**src/rtl/mem_access_seq.sv**
```systemverilog
// mem_access_seq: sequences MAR/MDR strobes for one read or write request at a time
module mem_access_seq #(
  parameter int DATA_W      = 16,
  parameter int WAIT_CYCLES = 0
) (
  input  logic              clk,
  input  logic              reset,
  input  logic              req,
  input  logic              rw,
  input  logic [DATA_W-1:0] addr,
  input  logic [DATA_W-1:0] wdata,
  output logic              ready,
  output logic              done,
  output logic [DATA_W-1:0] rdata,
  output logic [DATA_W-1:0] bus_out,
  output logic              bus_drive,
  output logic              ld_mar,
  output logic              ld_mdr,
  output logic              sel_mdr,
  output logic              mem_we,
  input  logic [DATA_W-1:0] mdr_in
);
  typedef enum logic [2:0] {IDLE, MAR, WAIT, MDR, CAPT, WR, RESP} state_t;
  localparam logic [3:0] WAIT_INIT = 4'(WAIT_CYCLES > 0 ? WAIT_CYCLES - 1 : 0);
  state_t state_q, state_d;
  logic [3:0] cnt_q, cnt_d;
  logic rw_q, rw_d;
  logic [DATA_W-1:0] addr_q, addr_d, wdata_q, wdata_d, rdata_q, rdata_d;
  assign rdata = rdata_q;
  // state and request registers; reset discards any in-flight request
  always_ff @(posedge clk or posedge reset) begin
    if (reset) begin
      state_q <= IDLE;
      cnt_q   <= '0;
      rw_q    <= 1'b0;
      addr_q  <= '0;
      wdata_q <= '0;
      rdata_q <= '0;
    end else begin
      state_q <= state_d;
      cnt_q   <= cnt_d;
      rw_q    <= rw_d;
      addr_q  <= addr_d;
      wdata_q <= wdata_d;
      rdata_q <= rdata_d;
    end
  end
  // next state and strobes, decoded purely from state so reset drops them at once
  always_comb begin
    state_d   = state_q;
    cnt_d     = cnt_q;
    rw_d      = rw_q;
    addr_d    = addr_q;
    wdata_d   = wdata_q;
    rdata_d   = rdata_q;
    ready     = 1'b0;
    done      = 1'b0;
    bus_out   = '0;
    bus_drive = 1'b0;
    ld_mar    = 1'b0;
    ld_mdr    = 1'b0;
    sel_mdr   = 1'b0;
    mem_we    = 1'b0;
    case (state_q)
      IDLE: begin
        ready = 1'b1;
        if (req) begin
          rw_d    = rw;
          addr_d  = addr;
          wdata_d = wdata;
          state_d = MAR;
        end
      end
      MAR: begin
        bus_drive = 1'b1;
        bus_out   = addr_q;
        ld_mar    = 1'b1;
        state_d   = (!rw_q && WAIT_CYCLES > 0) ? WAIT : MDR;
        cnt_d     = WAIT_INIT;
      end
      WAIT: begin
        cnt_d   = (cnt_q == 4'd0) ? 4'd0 : cnt_q - 4'd1;
        state_d = (cnt_q == 4'd0) ? MDR : WAIT;
      end
      MDR: begin
        ld_mdr    = 1'b1;
        sel_mdr   = !rw_q;
        bus_drive = rw_q;
        bus_out   = rw_q ? wdata_q : '0;
        state_d   = rw_q ? WR : CAPT;
      end
      CAPT: begin
        rdata_d = mdr_in;
        state_d = RESP;
      end
      WR: begin
        mem_we  = 1'b1;
        state_d = RESP;
      end
      RESP: begin
        done    = 1'b1;
        state_d = IDLE;
      end
      default: state_d = IDLE;
    endcase
  end
endmodule

```
**config.mk**
```make
export PLATFORM = sky130hd
export DESIGN_NAME = mem_access_seq
export DESIGN_NICKNAME = d
export VERILOG_FILES = /design/src/rtl/mem_access_seq.sv
export SDC_FILE = /design/constraint.sdc
export NUM_CORES = 1
export LEC_CHECK = 0
export CAP_MARGIN = 20
export CELL_PAD_IN_SITES_DETAIL_PLACEMENT = 0
export CELL_PAD_IN_SITES_GLOBAL_PLACEMENT = 1
export CORE_UTILIZATION = 37
export CTS_BUF_LIST = sky130_fd_sc_hd__clkbuf_8
export CTS_CLUSTER_SIZE = 30
export DETAILED_ROUTE_END_ITERATION = 6
export HOLD_SLACK_MARGIN = 0.15
export PLACE_DENSITY = 0.91
export SLEW_MARGIN = 5
export SYNTH_ARGS = -nofsm -noshare
export SYNTH_HDL_FRONTEND = slang
export SYNTH_SLANG_ARGS = --single-unit
```
**constraint.sdc**
```tcl
create_clock -name clk -period 2.58 [get_ports clk]
set_input_delay 0.774 -clock clk [delete_from_list [all_inputs] [get_ports clk]]
set_output_delay 0.774 -clock clk [all_outputs]
set_load 0.03 [all_outputs]
```
### Yosys cells after proc, flatten, opt, wreduce, memory -nomap -nowiden

Cells that the tools add are included.

* add/subtract/negate cells: 1
* mux-type cells: 15
* equal/unequal tests: 7
* reductions and logical operators: 6

Operator list (number)
* 16-bit one-hot mux with 2 select lines: 1
* 16-bit two-way mux: 1
* 3-bit one-hot mux with 5 select lines: 1
* 3-bit == test (second input constant): 3
* 1-bit two-way mux: 8
* 4-bit one-hot mux with 2 select lines: 1
* 3-bit by 2-bit == test with 1-bit output (second input constant): 2
* 4-bit zero test: 1
* 4-bit two-way mux: 1
* 4-bit by 1-bit subtractor with 4-bit output (second input constant): 1
* 3-bit by 1-bit == test with 1-bit output (second input constant): 1
* 3-bit zero test: 1
* 3-bit two-way mux: 1
* 2-bit != test (second input constant): 1
* 1-bit one-hot mux with 2 select lines: 1
* 2-bit AND reduction: 1
* 2-bit nonzero test: 1
* 2-bit OR reduction: 1
* 1-bit zero test: 1

* input port bits: 52
* register bits after elaboration: 56
* output and inout bits: 39

### Logic depth before layout (Yosys ltp)

* depth after elaboration: 3
* mapped depth: 6
* depth with buffers taken out: 5

### Worst setup path before layout

OpenSTA, ideal clock, no wires.

* path kind: register to output
* start: register state_q[0]
* end: output mem_we
* setup slack: 327 ps
* required time: 1806 ps
* stages on the path, launching flop included: 4
* arrival time: 1479 ps
* path through: dfrtp_1 -> buf_6 -> clkbuf_1 -> nor3b_1

* cells in the longest elaborated chain, start to end: 2

Ends and longest elaborated chain
* start: declaration: RTL line 25 `state_t state_q, state_d;`
* start signal: assignment: RTL line 40 `state_q <= state_d;`
* 3-bit == test: RTL line 64 `case (state_q)`
* 1-bit two-way mux: RTL line 64
* end: declaration: RTL line 20 `output logic mem_we,`

Every way passes these cells.

### Final worst setup path

* start: register state_q[0]
* end: output bus_drive

* cells in the longest elaborated chain, start to end: 2
* elaborated cells between the ends (all ways): 3
* classes of those cells: eq/ne (2); mux (1)

Ends and longest elaborated chain
* 3-bit by 2-bit == test with 1-bit output or 3-bit by 1-bit == test with 1-bit output (tied branches): RTL line 64
* 1-bit one-hot mux with 2 select lines (*): RTL line 64
* end: declaration: RTL line 16 `output logic bus_drive,`

Every way passes the cells marked *; elsewhere a longest branch is shown, timed or not.

==> results.toml <==
[detailed_routing]
first_pass_iters = 4
postRouteWirelength_mm = 5.487
vias_per_cell = 4.786
drt_iter0_drc = 64
ant_nets = 0
wl_per_cell_um = 14.83
vias = 1771
drc = 0

[placed_design]
dp_slack_ns = 0.2272
hpwl_mm = 3.884
gp_congestion = 0.7567
placed_cell_area_sq_um = 3575
io_buffers = 90
dp.cells = 361

[critical_path]
start_kind = "register"
cp.required_ns = 1.81
cp_max_fo = 17
worstSetupPathType = "register to primary output"
cp-end-kind = "primary output"
cp_data_arrival_time_ns = 1.74

[clocking]
clock-sinks = 56
cts-root-buf = "clkbuf_8"
cts_buffer_depth = 2
cts_made_buffers = 5
cts_tree = "done"
clock_latency_ns = 0.30
hold_buffers = 0
clk_transition_reported_paths_ns = 0.09
htreeDepth = 2

[global_route]
grt_usage_pct = 15.12
grt_pass1_vias = 1775
grt-ovfl-total = 0
antenna_found_initial = 0
grt_pass1_wl_mm = 8.838
grt_max_degree = 39

[run_status]
status = "finished clean"

[sta]
setup_ws_ns = 0.06608
relSlewSlack_pct = 49.35
clock-skew-final_ns = 0.004684
finalSetupViolCount = 0
fin_crit_sh_pct = 97.44
timing.fmax_mhz = 397.8
setup_tns_ns = 0
finalMaxSlewViolations = 0
final_hold_viol_count = 0
worst_slew_pin_slew_ns = 0.7572
rsz0062_at_grt = "no"
fin_crit_ns = 2.514

[power_and_ir_drop]
power.leakage_nw = 1.689
seq_power_share_pct = 33.3
pwr-share-comb_pct = 52.7
power.share.clock_pct = 14.0
power_density_nw_per_um2 = 1245
internal-power_mw = 2.946
ir_drop_v = 0.0005359
switching_share_pct = 36.61
power.switching_mw = 1.702
total_power_mw = 4.648

[synth]
syn_nets = 235
synth_ff_type = "dfrtp_1"
synth_cell_type_count = 36
yosysMostFrequentCell = "dfrtp_1"
yosysWarnings = 0
async_reset_ff_share_pct = 100.0
ys_seq_area_share_pct = 52.48
synth_edf_count = 0
synthTopCellsByArea = "dfrtp_1, mux2_4, mux2_2"
synth_top_area_share_pct = 52.48
synth_area_sq_um = 2670
synth_area_per_cell_sq_um = 14.75
synthCells = 181
synthTopCellsByCount = "dfrtp_1, mux2_4, mux2_2"
synth_top_cell_by_area = "dfrtp_1"
ys_seq_elements = 56

[die]
die_h_um = 86.95
ios = 91
rows = 30
core_area_sq_um = 6869
start_util_pct = 38.87
die_area_sq_um = 7560
dieWidth_um = 86.95

[cells_and_area]
final_cells = 370
n_fill_cell = 605
final_net_count = 328
finish.instance_area_sq_um = 3735
diodes = 0
syn_to_final_growth_pct = 39.88
drive_gt1_share_pct = 33.94

[worst_hold_path]
hold_path_class = "register to register"

[run]
maxCapViolations = 0
[power by group through the flow]
stage | sequential (mW) | clock (mW) | combinational (mW)
floorplan | 1.74 | 0 | 1.53
global placement | 1.55 | 0 | 2.39
detailed placement | 1.58 | 0 | 2.41
CTS | 1.56 | 0.673 | 2.41
global route | 1.60 | 0.715 | 2.61
finish | 1.55 | 0.649 | 2.45
[cell type report]
cell class | count | area [sq um] | share of cell area [%]
flip-flops and latches | 56 | 1404 | 37.59
multi-input cells | 106 | 1097 | 29.38
repair buffers | 99 | 962.2 | 25.76
well taps | 96 | 120.1 | 3.216
clock buffers | 5 | 68.82 | 1.843
clock inverters | 2 | 60.06 | 1.608
inverters | 6 | 22.52 | 0.6030
[logic make-up after synthesis]
family                     after synthesis  synth area share [%]
muxes                                   49                 24.88
buffers and inverters                   19                 6.420
DFF                                     56                 52.48
adders and majority gates                2                0.9371
AOI/OAI and AO/OA                       28                 8.154
and+or+nand+nor                         27                 7.123
[routing by layer]
layer,up-vias,routed length [um],GRT usage [%]
met3,5,306,3.507
met5,-,0,0
met2,54,2621,24.48
li1,832,-,-
met4,0,48,3.182
met1,880,2511,20.73
[stage by stage]
step	hold slack (ns)	util, %
after floorplan	0.4640	-
after global placement	0.4907	52.04
after detailed placement	0.4932	52.04
after CTS	0.5164	53.88
after global routing	0.5239	54.37
final	0.5119	54.37
[path summary, 6_finish.rpt]
kind	startpoint	end	slack (ns)	depth (start not counted)
setup / recovery	state_q[0]$_DFFE_PP0P_	bus_drive	0.07	5
hold / removal	rdata[13]$_DFFE_PP0P_	rdata[13]$_DFFE_PP0P_	0.51	1
setup reg to reg	state_q[0]$_DFFE_PP0P_	rdata[9]$_DFFE_PP0P_	0.68	4
hold reg to reg	rdata[13]$_DFFE_PP0P_	rdata[13]$_DFFE_PP0P_	0.51	1
max in group asynchronous	reset	addr_q[9]$_DFFE_PP0P_	1.26	3
min in group asynchronous	reset	rdata[12]$_DFFE_PP0P_	0.79	2
[critical path, stage by stage, from the launching register on]
cell and delay [ns]:
dfrtp_2 0.46, buf_4 0.18, and3_1 0.14, buf_4 0.20, or2_2 0.29, buf_4 0.17
[placed cells by master (no fill, tap or decap), types with 3 or more instances in the layout]
master           Yosys  layout
clkbuf_8             0       5
a22o_1              16      16
dlygate4sd2_1        0       4
dfrtp_1             56      54
nor2_1               6       6
o21ai_0              5       5
clkdlybuf4s50_1      0      67
buf_4                3      23
buf_12               4       3
inv_1                5       4
mux2_4              30      30
mux2_2              19      19
[registers in the layout (all words and copies together), names as in the netlist]
register,cells
addr_q,16
rdata,16
wdata_q,16
cnt_q,4
state_q,3
rw_q,1
[what timing repair did]
item                       CTS  global route
setup buffers                0             2
setup endpoints to repair    6             4
resized for setup            6             2
No activity file was read; power rests on OpenSTA's default activity.
